## src/rtl/div_unit_seq.sv

```systemverilog
// Sequential signed divider for the HI/LO path: restoring shift-subtract, one
// quotient bit per clock, sign fix-up in a final cycle. lo=quotient, hi=remainder.
module div_unit_seq #(
  parameter int WIDTH = 32
) (
  input  logic             clk,
  input  logic             reset,
  input  logic             div_control,
  input  logic [WIDTH-1:0] a,
  input  logic [WIDTH-1:0] b,
  output logic [WIDTH-1:0] hi,
  output logic [WIDTH-1:0] lo,
  output logic             busy,
  output logic             done,
  output logic             div_zero
);

  localparam int CW = (WIDTH > 1) ? $clog2(WIDTH) : 1;

  typedef enum logic [1:0] {IDLE, RUN, FIX, DONE} state_t;

  state_t           state, state_nxt;
  logic [WIDTH-1:0] q;
  logic [WIDTH-1:0] babs;
  logic [WIDTH:0]   rem;
  logic [CW-1:0]    cnt;
  logic             sign_q;
  logic             sign_r;

  logic             start;
  logic             zero_div;
  logic [WIDTH:0]   rem_shift;
  logic [WIDTH:0]   rem_diff;
  logic             fits;

  function automatic logic [WIDTH-1:0] abs_val(input logic [WIDTH-1:0] x);
    return x[WIDTH-1] ? (~x + 1'b1) : x;
  endfunction

  function automatic logic [WIDTH-1:0] cond_neg(input logic [WIDTH-1:0] x,
                                                input logic neg);
    return neg ? (~x + 1'b1) : x;
  endfunction

  assign start     = ((state == IDLE) || (state == DONE)) && div_control;
  assign zero_div  = (b == '0);
  assign rem_shift = {rem[WIDTH-1:0], q[WIDTH-1]};
  assign rem_diff  = rem_shift - {1'b0, babs};
  assign fits      = (rem_shift >= {1'b0, babs});

  assign busy = (state == RUN) || (state == FIX);
  assign done = (state == DONE);

  always_comb begin
    state_nxt = state;
    unique case (state)
      IDLE, DONE: state_nxt = (start && !zero_div) ? RUN : IDLE;
      RUN:        state_nxt = (cnt == '0) ? FIX : RUN;
      FIX:        state_nxt = DONE;
      default:    state_nxt = IDLE;
    endcase
  end

  always_ff @(posedge clk) begin
    if (reset) begin
      state    <= IDLE;
      q        <= '0;
      babs     <= '0;
      rem      <= '0;
      cnt      <= '0;
      sign_q   <= 1'b0;
      sign_r   <= 1'b0;
      hi       <= '0;
      lo       <= '0;
      div_zero <= 1'b0;
    end else begin
      state    <= state_nxt;
      div_zero <= start && zero_div;
      case (state)
        IDLE, DONE: begin
          if (start && !zero_div) begin
            sign_q <= a[WIDTH-1] ^ b[WIDTH-1];
            sign_r <= a[WIDTH-1];
            q      <= abs_val(a);
            babs   <= abs_val(b);
            rem    <= '0;
            cnt    <= CW'(WIDTH - 1);
          end
        end
        // One quotient bit per cycle; the compare is WIDTH+1 bits wide so
        // a divisor of 0x80000000 still compares correctly.
        RUN: begin
          if (fits) begin
            rem <= rem_diff;
            q   <= {q[WIDTH-2:0], 1'b1};
          end else begin
            rem <= rem_shift;
            q   <= {q[WIDTH-2:0], 1'b0};
          end
          if (cnt != '0) cnt <= cnt - 1'b1;
        end
        FIX: begin
          lo <= cond_neg(q, sign_q);
          hi <= cond_neg(rem[WIDTH-1:0], sign_r);
        end
        default: ;
      endcase
    end
  end

endmodule

```

## config.mk

```make
export PLATFORM = sky130hd
export DESIGN_NAME = div_unit_seq
export DESIGN_NICKNAME = d
export VERILOG_FILES = /design/src/rtl/div_unit_seq.sv
export SDC_FILE = /design/constraint.sdc
export NUM_CORES = 1
export LEC_CHECK = 0
export ABC_AREA = 1
export BUFFER_PORTS_ARGS = -buffer_cell sky130_fd_sc_hd__buf_2
export CORE_MARGIN = 1.5
export CORE_UTILIZATION = 55
export CTS_CLUSTER_SIZE = 14
export DETAILED_ROUTE_END_ITERATION = 12
export PLACE_DENSITY_LB_ADDON = 0.2
export SLEW_MARGIN = 10
export SYNTH_ARGS = -nofsm -noshare
export SYNTH_HDL_FRONTEND = slang
export SYNTH_SLANG_ARGS = --single-unit
```

## constraint.sdc

```tcl
create_clock -name clk -period 6.4 [get_ports clk]
set_clock_uncertainty 0.15 [all_clocks]
set_input_delay 0.64 -clock clk [delete_from_list [all_inputs] [get_ports clk]]
set_output_delay 0.64 -clock clk [all_outputs]
set_load 0.1 [all_outputs]
```

==> impl.org <==
** Yosys
- After synthesis, the netlist uses 50 different library cells.
- Yosys mapped a number of flops with a built-in enable equal to 0.
- The number of nets handed over by synthesis was 2253.
- The synthesized netlist occupies a cell area of 12900 um2.
- After synthesis, flip-flops and latches occupy 26.4% of the total area.
- Synthesis Warnings :: 0
- Main synth FF type :: dfxtp_1
- Synthesis handed over a netlist of 2144 instances.
- A synthesized cell averages 6.01 um2.
- The synthesized design contains 170 register bits.
- Counting flops with an async set or reset pin after synthesis yields a share of 0%.

** Critical path
- The critical path ends at q[27].
- STA classifies the critical path endpoint as a register.
- In this design, the largest share of critical-path delay is due to buffers and inverters.
- Measured in cells, the most critical reg-to-reg path has a length of 9.
- The endpoint identified for the worst register-to-register timing path is q[27].
- The critical path crosses 10 cells after its start point.
- Data on the critical path is required at its endpoint by 6.55 ns.
- Of all nets on the critical path, the largest fanout is 59.
- Data on the critical path arrives at its endpoint at 3.72 ns.
- The critical path contains buffers and inverters numbering 3 combined.
- Critical R2R Launch :: state[0]
- In this run the register-to-register setup slack is 3.04 ns.
- Critical path startpoint category :: input pin
- Critical Path Start :: b[31]
- Crit Path Category :: in -> reg
- The critical path goes through buf_2 > inv_2 > and3_1 > nand3_1 > o21bai_4 > nand2_2 > inv_2 > a21oi_1 > o21ai_0 > a21oi_1.
- Maximum cell stage delay along the critical path :: 0.90 ns
- Slowest stage cell on the critical path :: inv_2

** STA
- Setup repair after global routing left no endpoint under its margin.
- Number of pins with negative max-slew slack in the final report :: 0
- Fin worst setup slack :: 2.83 ns
- The worst path uses 55.7% of the clock period.
- Slew HR :: 34.5%
- TNS Setup :: 0 ns
- Fin Hold WS :: 0.334 ns
- Subtracting the final worst setup slack from the clock period gives 3.57 ns.
- The final hold violation count came to 0.
- Transition at the pin with the smallest max-transition slack :: 0.982 ns
- Maximum clock frequency :: 0.280 GHz
- Finish-stage setup viols :: 0

** Power and ir drop
- Switching component of the power :: 0.00103 W
- Power spread over the standard cell area amounts to 208 nW/um2.
- Cell internal power dissipation :: 0.00194 W
- Share of power burned in combinational logic :: 23.2%
- The share of total power dissipated in the clock network is 37.6%.
- Switching portion of total power :: 34.6%
- VDD IR max :: 182 uV
- Overall power :: 0.00297 W
- Power share of the sequential group :: 39.1%
- Leakage power :: 7.34 nW

** Floorplan
- Measured along the y axis, the die boundary spans 156 um.
- The floorplan step defined a core boundary enclosing 22800 um2.
- Count of standard-cell rows :: 55
- Effective utilization at floorplan :: 56.5%
- The die covers 24300 um2.
- For this design the top-level I/O count stands at 134.
- Width of the die :: 156 um

** CTS
- Buffer count from post-CTS setup fixing :: 0
- Number of buffers created by CTS :: 17
- Hold Buf Count CTS :: 0
- H-tree lvl count :: 4
- Clock root buffer :: clkbuf_16
- Latest clock arrival within the worst-skew pair :: 0.44 ns
- Counting every sink on the clock net gives 170.
- CTS tree :: yes
- Gates resized during post-CTS repair numbered 0.
- The longest clock path from root to sink contains 2 buffers.
- Clock-pin slew was measured on the worst setup and hold paths at 0.07 ns.

** Global routing
- GRT Total Usage :: 33.2%
- Number of global-route vias before repair :: 12.2k
- Largest net degree at the start of global routing :: 93
- The first global-routing pass estimated 64.0 mm of wire.
- For this run the aggregate overflow at the end of global routing stands at 0.
- The number of antenna violations at the first check in global routing was 0.

** Route
- Count of vias placed by the detailed router :: 13.9k
- Vias per std cell :: 5.44
- In this run the remaining antenna-violating nets after routing total 0.
- In the final routed layout, each cell accounts on average for 15.8 um.
- For this run, design rule violations remaining after detail routing come to 0.
- The routed design has 40.3 mm of wire.
- The first detailed-routing pass ran for 5 iterations.
- In this run, the number of DRC markers left after iteration 0 of detailed routing was 1388.

** Place
- The congestion estimate from routability-driven global placement came to 0.996.
- After detailed placement, the design holds a cell count of 2517.
- Prior to clock tree synthesis, the placed netlist has a worst setup slack of 2.42 ns.
- Dpl hpwl :: 30.9 mm
- Number of buffers inserted by port buffering :: 133

** Cells and area
- Fraction of final layout cells sized beyond drive strength 1 :: 10.6%
- After the last flow step, the layout net total stands at 2332.
- In the final layout, the multi-input gates occupy 7820 um2.
- The library cells used most frequently in the layout, excluding fill and tap cells, are 548 x nand2_1, 321 x inv_1, 241 x nor2_1.
- Registers take 3400 um2.
- Most frequent standard cell in the layout excluding fill and tap cells :: nand2_1
- After filler insertion, the fill cell instance count of the layout stands at 2236.
- Non-filler instance count after layout :: 2549
- The number of antenna diodes in the final layout is 0.
- Relative to the synthesized area, the layout overhead comes to 10.7%.

** Worst hold path
- The worst hold path belongs to the class reg -> reg.

** Status
- Run status :: finished, final reports clean

** Job
- Max-cap violations in this run came to 0.
==> registers in the layout, indices dropped and copies added (netlist names), 2 cells and up <==
name	flops
cnt	5
q	32
hi	32
babs	32
rem	32
lo	32
state	2
==> synthesized netlist by cell type, types with 6 or more instances <==
cell | count | area (um2)
nand2_1 | 548 | 2060
buf_2 | 12 | 60.1
buf_6 | 7 | 78.8
nand2_2 | 9 | 56.3
nor2_2 | 8 | 50.1
nand3b_1 | 11 | 82.6
inv_1 | 321 | 1200
nor3_1 | 29 | 145
a21oi_2 | 6 | 52.6
xnor2_1 | 21 | 184
clkbuf_1 | 55 | 206
nand4_1 | 25 | 156
ha_1 | 41 | 513
inv_2 | 11 | 41.3
xor2_1 | 50 | 438
clkinv_1 | 7 | 26.3
a21oi_1 | 148 | 741
nand3_2 | 6 | 60.1
a31oi_1 | 9 | 56.3
dfxtp_1 | 170 | 3400
o211ai_1 | 28 | 210
o221ai_1 | 17 | 149
nand3_1 | 170 | 851
nor2_1 | 241 | 905
o21ai_0 | 137 | 686
==> per-layer routing <==
layer  wire [um]  track usage [%]
met1       19400             49.6
met2       16600             48.7
met3        3320             5.00
met4         957             10.0
met5           0                0
==> layout make-up <==
type	instances	share of cell area (%)
Inverter	339	8.93
Timing Repair Buffer	142	5.14
Tap cell	313	2.75
Clock inverter	15	1.46
Multi-Input combinational cell	1553	54.9
Clock buffer	17	2.98
Sequential cell	170	23.9
==> logic make-up after synthesis <==
logic type / share of synthesized area (%)
AO/OA/AOI/OAI: 16.3
flip-flops: 26.4
XOR/XNOR: 4.83
adder cells (fa/ha/maj): 4.14
buffers and inverters: 12.9
AND/OR/NAND/NOR: 35.4
==> worst register-to-register path, cell delays in order (launching register included) <==
cell and delay, ns:
dfxtp_1 0.37, inv_1 0.10, ha_1 0.41, nand2_1 0.15, o21bai_4 0.28, nand2_2 0.54
inv_2 0.91, a21oi_1 0.09, o21ai_0 0.13, a21oi_1 0.09
==> worst min-delay path by stage <==
| stage | start | slack [ns] | endpoint | cells after the start |
|---|---|---|---|---|
| CTS | lo[22] | 0.33 | lo[22] | 2 |
| detailed placement | lo[11] | 0.31 | lo[11] | 2 |
| global placement | hi[1] | 0.31 | hi[1] | 2 |
| global route | cnt[4] | 0.35 | cnt[4] | 2 |
| finish | lo[11] | 0.33 | lo[11] | 2 |
| floorplan | babs[2] | 0.29 | babs[2] | 2 |
==> power groups by stage <==
stage	Clock [W]	Combinational [W]	Sequential (W)
floorplan	0	0.000476	0.00118
global placement	0	0.000667	0.00118
detailed placement	0	0.000671	0.00118
CTS	0.00113	0.000677	0.00116
global route	0.00117	0.000768	0.00117
finish	0.00112	0.000690	0.00116
==> stage by stage <==
stage / util, % / instance area (um2)
final: 62.6 / 14300
after global routing: 62.6 / 14300
after CTS: 62.6 / 14300
after detailed placement: 59.8 / 13600
after global placement: 59.8 / 13600
after floorplan: - / 12900
(Power assumes the default switching activity.)
